File: config.mk
export PLATFORM = sky130hd
export DESIGN_NAME = pc_gen_unit
export DESIGN_NICKNAME = d
export VERILOG_FILES = /design/src/rtl/pc_gen_unit.sv
export SDC_FILE = /design/constraint.sdc
export NUM_CORES = 1
export LEC_CHECK = 0
export BUFFER_PORTS_ARGS = -buffer_cell sky130_fd_sc_hd__buf_2
export CAP_MARGIN = 20
export CORE_ASPECT_RATIO = 2
export CORE_MARGIN = 2
export CORE_UTILIZATION = 49
export DETAILED_ROUTE_END_ITERATION = 10
export PLACE_DENSITY = 0.88
export SETUP_SLACK_MARGIN = 0.4
export SYNTH_ARGS = -nofsm -noshare
export SYNTH_HDL_FRONTEND = slang
export SYNTH_SLANG_ARGS = --single-unit
export TNS_END_PERCENT = 10
File: constraint.sdc
create_clock -name clk -period 3 [get_ports clk]
set_clock_uncertainty 0.2 [all_clocks]
set_input_delay 0.6 -clock clk [delete_from_list [all_inputs] [get_ports clk]]
set_output_delay 0.6 -clock clk [all_outputs]
set_load 0.02 [all_outputs]
File: src/rtl/pc_gen_unit.sv
// pc_gen_unit: fetch-address generator sitting directly upstream of the
// instruction-fetch stage. It owns the architectural PC and offers one PC per
// cycle over a valid/ready handshake. It handles boot, sequential +4 advance,
// branch/trap redirects, stall-time redirect buffering and halt on ebreak.
//
// Optional feature macro: PCG_PERF_CNT_EN
//   defined   -> redirect and stall performance counters are implemented
//   undefined -> o_redirect_cnt / o_stall_cnt are tied to zero and have no flops
module pc_gen_unit #(
  parameter int                   CPU_WIDTH  = 64,
  parameter logic [CPU_WIDTH-1:0] RESET_VEC  = 64'h8000_0000,
  parameter int                   INST_BYTES = 4
) (
  input  logic                 clk,
  input  logic                 rst,
  input  logic                 i_stall,
  input  logic                 i_ifu_ready,
  input  logic                 i_br_redirect,
  input  logic [CPU_WIDTH-1:0] i_br_target,
  input  logic                 i_trap_redirect,
  input  logic [CPU_WIDTH-1:0] i_trap_target,
  input  logic                 i_halt,
  output logic [CPU_WIDTH-1:0] o_pc,
  output logic                 o_pc_valid,
  output logic                 o_kill,
  output logic                 o_misalign,
  output logic [CPU_WIDTH-1:0] o_bad_pc,
  output logic [63:0]          o_redirect_cnt,
  output logic [63:0]          o_stall_cnt
);

  typedef enum logic [1:0] {
    ST_BOOT = 2'd0,
    ST_RUN  = 2'd1,
    ST_HALT = 2'd2
  } state_t;

  state_t               r_state;
  state_t               w_state_nxt;
  logic [CPU_WIDTH-1:0] r_pc;
  logic                 r_pend_valid;
  logic                 r_pend_trap;
  logic [CPU_WIDTH-1:0] r_pend_pc;
  logic                 r_misalign;
  logic [CPU_WIDTH-1:0] r_bad_pc;

  logic                 w_run;
  logic                 w_redirect;
  logic                 w_fire;
  logic                 w_apply;
  logic [CPU_WIDTH-1:0] w_apply_raw;
  logic                 w_apply_odd;
  logic                 w_capture_trap;
  logic                 w_capture_br;

  assign w_redirect = i_br_redirect || i_trap_redirect;

  // A redirect is applied on the first unstalled RUN cycle that has either a
  // fresh request or a buffered one; a fresh request beats the buffered one.
  assign w_apply     = w_run && !i_stall && (r_pend_valid || w_redirect);
  assign w_apply_raw = i_trap_redirect ? i_trap_target :
                       i_br_redirect   ? i_br_target   : r_pend_pc;
  assign w_apply_odd = (w_apply_raw[1:0] != 2'b00);

  // While stalled, a trap always takes the buffer; a branch only takes it if
  // no trap is already waiting there.
  assign w_capture_trap = w_run && i_stall && i_trap_redirect;
  assign w_capture_br   = w_run && i_stall && !i_trap_redirect && i_br_redirect &&
                          !(r_pend_valid && r_pend_trap);

  // State register.
  // NOTE: sequential state uses non-blocking (<=) so every flop samples the
  // pre-edge values; blocking here would create order-dependent races.
  always_ff @(posedge clk) begin
    if (rst) r_state <= ST_BOOT;
    else     r_state <= w_state_nxt;
  end

  // Next-state logic: BOOT lasts one cycle, HALT is left only through reset.
  // NOTE: the default assignment up front keeps every path assigned, so no
  // latch is inferred.
  always_comb begin
    w_state_nxt = r_state;
    unique case (r_state)
      ST_BOOT: w_state_nxt = ST_RUN;
      ST_RUN:  if (w_fire && i_halt) w_state_nxt = ST_HALT;
      ST_HALT: w_state_nxt = ST_HALT;
      default: w_state_nxt = ST_BOOT;
    endcase
  end

  // Output decode: handshake, squash and fire qualification.
  always_comb begin
    w_run      = (r_state == ST_RUN);
    o_pc_valid = w_run && !i_stall && !r_pend_valid;
    o_kill     = o_pc_valid && w_redirect;
    w_fire     = o_pc_valid && i_ifu_ready && !w_redirect;
  end

  // PC, redirect buffer and misalignment report.
  always_ff @(posedge clk) begin
    if (rst) begin
      r_pc         <= RESET_VEC;
      r_pend_valid <= 1'b0;
      r_pend_trap  <= 1'b0;
      r_pend_pc    <= '0;
      r_misalign   <= 1'b0;
      r_bad_pc     <= '0;
    end else begin
      r_misalign <= w_apply && w_apply_odd;
      if (w_apply && w_apply_odd) r_bad_pc <= w_apply_raw;

      if (w_apply) begin
        r_pc         <= {w_apply_raw[CPU_WIDTH-1:2], 2'b00};
        r_pend_valid <= 1'b0;
      end else if (w_fire && !i_halt) begin
        // Plain modular add: the top word-aligned address wraps to zero.
        r_pc <= r_pc + CPU_WIDTH'(INST_BYTES);
      end

      if (w_capture_trap || w_capture_br) begin
        r_pend_valid <= 1'b1;
        r_pend_trap  <= w_capture_trap;
        r_pend_pc    <= w_capture_trap ? i_trap_target : i_br_target;
      end
    end
  end

  assign o_pc       = r_pc;
  assign o_misalign = r_misalign;
  assign o_bad_pc   = r_bad_pc;

`ifdef PCG_PERF_CNT_EN
  logic [63:0] r_redirect_cnt;
  logic [63:0] r_stall_cnt;

  // Performance counters: applied redirects and stalled RUN cycles.
  always_ff @(posedge clk) begin
    if (rst) begin
      r_redirect_cnt <= '0;
      r_stall_cnt    <= '0;
    end else begin
      if (w_apply)           r_redirect_cnt <= r_redirect_cnt + 64'd1;
      if (w_run && i_stall)  r_stall_cnt    <= r_stall_cnt + 64'd1;
    end
  end

  assign o_redirect_cnt = r_redirect_cnt;
  assign o_stall_cnt    = r_stall_cnt;
`else
  assign o_redirect_cnt = 64'd0;
  assign o_stall_cnt    = 64'd0;
`endif

endmodule
==> run metrics, run 1 <==
largest net degree at the start of global routing=79; die height=222 um; DRC viols=21; io pins=394; total congestion overflow=0; Nets=1,811; Reg power frac=0.405; final setup fails=0; WL/cell=19.5 um; slowest CP cell=or4_4; combinational share of power=0.316; Final Hold Viols=0; measured slew at the worst slew-check pin=745 ps; clock-pin slew on the worst setup and hold paths=70 ps; Startpoint Class=flop; Clock power frac=0.279; cell count after synthesis=1,411; die extent in x=113 um; crit share post-route=0.852; first-pass GRT wire length=58,500 um; Crit Path Category=flop to flop; EDFF count, synth=0; proportion of layout cells with a drive suffix above 1=0.238; status=finished with violations; core box area=0.0236 sq mm; sequential fraction of the synthesis area=0.334; worst endpoint required time=3170 ps; initial core utilization=0.494; Hold Crit Class=flop to flop; Final Cell Area=0.0138 sq mm; # hold bufs at CTS=0; antenna violations before repair=2; largest stage delay on the critical path=560 ps; number of global-route vias before repair=10,500; leakage=6.24 nW; headroom to the max-slew limit=0.498; Clock Path Buffers=2; failing checks=DRC; drt first pass iters=8; P_sw=3.12 mW; pwr/cell area=613 mW/mm^2; Internal=5.34 mW; Via density=5.80; Total Power=8.46 mW; syn avg cell area=8.28 sq um; port bufs=263; count of cell types in the netlist=67; commonest non-fill, non-tap cell in the layout=buf_2; register bit total from synthesis=195; Final GP Congestion=1.01; Cell Area, Synth=0.0117 sq mm; Finished Core Util=0.584; HPWL after DPL=29,300 um; Root Driver=clkbuf_16; area delta synth->final=18.2%; Slew Limit Fails=0; worst IR drop on VDD=0.397 mV; # rows=80; Synth async-reset ratio=0; crit path max fanout=6; Sw Ratio=0.369; GRT Total Usage=0.294; TNS Setup=0 ps; most frequent cells in the layout=buf_2, mux2i_1, dfxtp_1; minimum clock period=2560 ps; Setup crit end kind=flop; Skew-Pair Late Insertion Delay=450 ps; H-tree depth=4; synth warn=0; DR vias=11,400; top_reg_cell synth=dfxtp_1; drt first-iter violations=1,187; CTS Sinks=195; critical path cell sequence=nand2_1, or3_1, or4_4, or4_1, a31oi_1; unrepaired setup endpoints after global routing=yes; fmax=391 MHz; CTS tree=built; Die ar.=0.0252 sq mm; WL final=38,500 um; placed cell areas=0.0132 sq mm; Num CTS Buffers=17; worst path arrival time=2730 ps; max_cap viols=0; DRT antenna net count=0
==> Yosys cell counts, types with 3 or more instances <==
cell type  count  area share
or4_4          3      0.0029
buf_2         15      0.0064
nand2_1      117       0.038
a31oi_1        7      0.0037
xnor2_1       21       0.016
o31ai_1        3      0.0019
ha_1           3      0.0032
or3_1         12      0.0064
o211ai_1       4      0.0026
a211oi_1      84       0.054
nor3_1        24       0.010
mux2i_1      195        0.17
and4_1        11      0.0083
and2_1         7      0.0037
nor4b_1        3      0.0023
nor2_1       163       0.052
nand2b_1       3      0.0016
and3_1        20       0.011
o21ai_0       85       0.036
xor2_1        18       0.014
inv_1          8      0.0026
or4_1         16       0.010
buf_1          8      0.0026
nand3_1       37       0.016
nand4_1       50       0.027
a21oi_1       23      0.0099
o21ai_1        8      0.0034
buf_4        132       0.085
nor4_1        20       0.011
clkbuf_1      73       0.023
dfxtp_1      195        0.33
==> power by group through the flow <==
stage | clock (mW) | sequential (mW) | combinational (mW)
after floorplan | 0 | 3.66 | 1.57
after global placement | 0 | 3.44 | 2.57
after detailed placement | 0 | 3.46 | 2.62
after CTS | 2.39 | 3.40 | 2.64
after global routing | 2.49 | 3.47 | 2.87
final | 2.36 | 3.42 | 2.68
==> final timing paths <==
path	startpoint	to	slack, ps	cells after the start
min	o_bad_pc[1]	o_bad_pc[1]	280	2
max reg2reg	o_pc[18]	o_pc[54]	440	5
max	o_pc[18]	o_pc[54]	440	5
min reg2reg	o_bad_pc[1]	o_bad_pc[1]	280	2
==> worst max-delay path, delay by kind of cell (launching register included) <==
family,cells,cell delay (ps)
simple gates,4,1670
compound gates,1,180
flops,1,440
==> metal layers <==
metal / GRT usage / part of all wire / wire length, um / vias up
li1: - / - / - / 5336
met1: 0.386 / 0.39 / 15000 / 5321
met2: 0.460 / 0.47 / 18100 / 694
met3: 0.0835 / 0.11 / 4250 / 82
met4: 0.106 / 0.028 / 1100 / 2
met5: 0 / 0.00034 / 13 / -
==> state kept, by name, summed over array words and instances (netlist names) <==
register	count
o_bad_pc	64
o_misalign	1
o_pc	62
r_pend_pc	64
r_pend_trap	1
r_pend_valid	1
r_state	2
==> through the flow <==
step	hold slack, ps	cells	setup slack [ps]
finish	279	1973	444
global route	290	1973	393
CTS	277	1970	355
detailed placement	264	1939	51.9
global placement	254	1939	79.0
floorplan	254	1540	401
==> cells by family (layout without fill, tap and decap cells) <==
| family | after synthesis | after routing | synth area share |
|---|---|---|---|
| mux | 197 | 197 | 0.169 |
| xor+xnor | 39 | 39 | 0.0293 |
| flops | 195 | 195 | 0.334 |
| simple gates | 506 | 506 | 0.217 |
| compound gates | 232 | 232 | 0.125 |
| fa+ha+maj | 3 | 3 | 0.00321 |
| buf+inv | 238 | 383 | 0.121 |
| other cells | 1 | 131 | 0.000321 |
==> area by class of cell <==
type,count,area (sq um)
inverters,9,33.8
clock buffers,18,439
repair buffers,343,2000
well taps,287,359
fillers,2082,9820
multi-input cells,1107,6900
flip-flops and latches,195,3910
clock inverters,13,161
diodes,1,2.50
==> what timing repair did <==
item	4_1_cts	5_1_grt
pin swaps	0	2
endpoints found under the hold margin	0	0
setup endpoints to repair	3	33
gates cloned	0	0
setup buffers	0	2
resized for setup	1	7
No activity file was read; power rests on OpenSTA's default activity.
==> run 2: changes to the inputs <==
ABC_AREA = 1   (was default)
==> run 2 against run 1 <==
The run now ends clean. Clock-buffer cell count up 2. Utilization fell by 2.1 points. Fmax rose by 3.9%. Area after synthesis up 0.76%. Critical path depth rose by 6. First-iteration DRC count is 23% lower. Total power is 9.5% lower. Wire length increased by 12%. Global-route usage up 3.5 points. Die area increased by 0.74%. Sequential cell count unchanged. Synthesized cell count is 31% higher. Largest power group unchanged.
==> run metrics, run 2 <==
status=finished, final reports clean (was finished with violations); clock-pin slew on the worst setup and hold paths=70 ps (about the same); # rows=80 (unchanged); worst path arrival time=2560 ps (was 2730 ps); Clock Path Buffers=2 (unchanged); first-pass GRT wire length=64,700 um (was 58,500 um); Nets=2,188 (was 1,811); unrepaired setup endpoints after global routing=no (was yes); count leader, synth=nand2_1; crit path max fanout=21 (was 6); Placed Cells=2,316 (was 1,939); fmax=407 MHz (was 391 MHz); Synth async-reset ratio=0 (unchanged); drt first-iter violations=914 (was 1,187); top_reg_cell synth=dfxtp_1 (unchanged); number of global-route vias before repair=11,900 (was 10,500); Area contributors post-synth=dfxtp_1, nand2_1, buf_4 (was dfxtp_1, mux2i_1, buf_4); Setup crit end kind=flop (unchanged); worst IR drop on VDD=0.423 mV (was 0.397 mV); headroom to the max-slew limit=0.451 (was 0.498); minimum clock period=2460 ps (was 2560 ps); initial core utilization=0.496 (was 0.494); DRT antenna net count=0 (unchanged); slowest CP cell=dfxtp_1 (was or4_4); Cell Area, Synth=0.0118 sq mm (was 0.0117 sq mm); crit share post-route=0.820 (was 0.852); Post-synth top cells=nand2_1, nor2_1, dfxtp_1 (was dfxtp_1, mux2i_1, nor2_1); Total Power=7.66 mW (was 8.46 mW); antenna violations before repair=1 (was 2); Synth Area in Compound Gates=0.196 (was 0.125); Num CTS Buffers=17 (unchanged); XOR/XNOR share of the synthesized area=0.0149 (was 0.0293); Layout Cells excl Fill=2,349 (was 1,973); Antenna Cells=0 (was 1); proportion of layout cells with a drive suffix above 1=0.168 (was 0.238); CTS Sinks=195 (unchanged); Final GP Congestion=1.02 (was 1.01); Via density=5.62 (was 5.80); worst-case reg-to-reg path depth=11 (was 5); Setup crit end=o_pc[46] (was o_pc[54]); HPWL after DPL=32,600 um (was 29,300 um); # hold bufs at CTS=0 (unchanged); pwr/cell area=573 mW/mm^2 (was 613 mW/mm^2); CTS tree=built (unchanged); Crit Path Category=flop to flop (unchanged); largest family of logic cells by synthesized area=simple AND/OR/NAND/NOR gates (unchanged); Skew-Pair Late Insertion Delay=450 ps (about the same); critical path cell sequence=inv_1, ha_1, nand2_1, o21bai_4, buf_4, nand2_4, nand2_1, clkinv_4, clkbuf_16, a21oi_1, a21oi_1 (was nand2_1, or3_1, or4_4, or4_1, a31oi_1); count of cell types in the netlist=38 (was 67); Worst R2R Setup Slack=540 ps (was 440 ps); Worst Setup SP=r_state[1] (was o_pc[18]); RR Endpoint=o_pc[46] (was o_pc[54]); largest net degree at the start of global routing=103 (was 79); DR vias=13,200 (was 11,400); max_cap viols=0 (unchanged); H-tree depth=4 (unchanged); area delta synth->final=13.6% (was 18.2%); EDFF count, synth=0 (unchanged); Hold Crit Class=input pin to flop (was flop to flop); core box area=0.0237 sq mm (was 0.0236 sq mm); WL/cell=18.3 um (was 19.5 um); Slew Limit Fails=0 (unchanged); port bufs=263 (unchanged); worst endpoint required time=3100 ps (was 3170 ps); Yosys top cell area share=0.332 (was 0.334); DRC viols=0 (was 21); Yosys top cell by area=dfxtp_1 (unchanged); post-synthesis adder-cell area fraction=0.00319 (was 0.00321); Finished Core Util=0.564 (was 0.584); measured slew at the worst slew-check pin=815 ps (was 745 ps); syn avg cell area=6.37 sq um (was 8.28 sq um); most frequent cells in the layout=nand2_1, buf_2, nor2_1 (was buf_2, mux2i_1, dfxtp_1); Die ar.=0.0253 sq mm (was 0.0252 sq mm); synth warn=0 (unchanged); Final Hold Viols=0 (unchanged); GRT Total Usage=0.329 (was 0.294); die extent in x=114 um (was 113 um); leakage=5.78 nW (was 6.24 nW); drt first pass iters=6 (was 8); commonest non-fill, non-tap cell in the layout=nand2_1 (was buf_2); cell count after synthesis=1,847 (was 1,411); die height=223 um (was 222 um); WL final=43,100 um (was 38,500 um); register bit total from synthesis=195 (unchanged); sequential fraction of the synthesis area=0.332 (was 0.334); Root Driver=clkbuf_16 (unchanged); io pins=394 (unchanged); largest stage delay on the critical path=320 ps (was 560 ps); Crit Reg-Reg Startpoint=r_state[1] (was o_pc[18]); total congestion overflow=0 (unchanged); final setup fails=0 (unchanged); Startpoint Class=flop (unchanged); TNS Setup=0 ps (unchanged); multiplexer area fraction after synthesis=0 (was 0.169); simple-gate share of the synthesized area=0.309 (was 0.217)
-- run 2: layout make-up --
class,count,area (sq um)
flip-flops and latches,195,3900
multi-input cells,1473,6650
clock inverters,11,104
clock buffers,20,457
well taps,287,359
inverters,74,288
repair buffers,289,1610
fillers,2353,10400
-- run 2: metal layers --
| layer | vias up | global-route usage | share of wire |
|---|---|---|---|
| met5 | - | 0 | 0.00028 |
| met4 | 2 | 0.262 | 0.093 |
| met3 | 176 | 0.0429 | 0.075 |
| met2 | 835 | 0.560 | 0.49 |
| met1 | 5972 | 0.362 | 0.34 |
| li1 | 6222 | - | - |
-- run 2: kinds of logic (layout without fill, tap and decap cells) --
family                   after synthesis  after routing
AO/OA/AOI/OAI                        428            428
other                                  1            130
adder cells (fa/ha/maj)                3              3
flip-flops                           195            195
XOR/XNOR                              20             20
buffers and inverters                308            394
AND/OR/NAND/NOR                      892            892
-- run 2: worst min path at each step --
stage,startpoint,endpoint,slack (ps),cells past startpoint
3_3_place_gp,r_pend_pc[53],r_pend_pc[53],250,2
2_1_floorplan,r_pend_trap,r_pend_trap,240,2
6_report,i_br_target[23],r_pend_pc[23],260,3
5_1_grt,i_trap_target[15],r_pend_pc[15],260,3
3_5_place_dp,r_pend_pc[47],r_pend_pc[47],260,2
4_1_cts,i_br_target[2],r_pend_pc[2],250,3
-- run 2: through the flow --
stage               hold WS (ps)  instance area [sq um]  worst slack (ps)
global placement             251                  12800               264
global route                 264                  13400               430
finish                       257                  13400               541
CTS                          246                  13300               471
floorplan                    242                  12300               919
detailed placement           255                  12800               153
-- run 2: worst max-delay path, delay by kind of cell (launching register included) --
kind | cells | cell delay, ps
compound gates | 3 | 400
buf+inv | 4 | 650
fa+ha+maj | 1 | 240
flops | 1 | 320
simple gates | 3 | 490
-- run 2: where the power goes --
part           internal (mW)  total [mW]  switching, mW  leakage, nW
Combinational          0.686        2.20           1.51         3.93
Clock                   1.19        2.24           1.05        0.273
Sequential              2.89        3.22          0.323         1.58
-- run 2: repair_timing --
action	in CTS	in global routing
buffers inserted	0	1
resized for setup	1	5
endpoints found under the hold margin	0	0
gates cloned	0	1
setup endpoints to repair	3	43
pin swaps	0	0
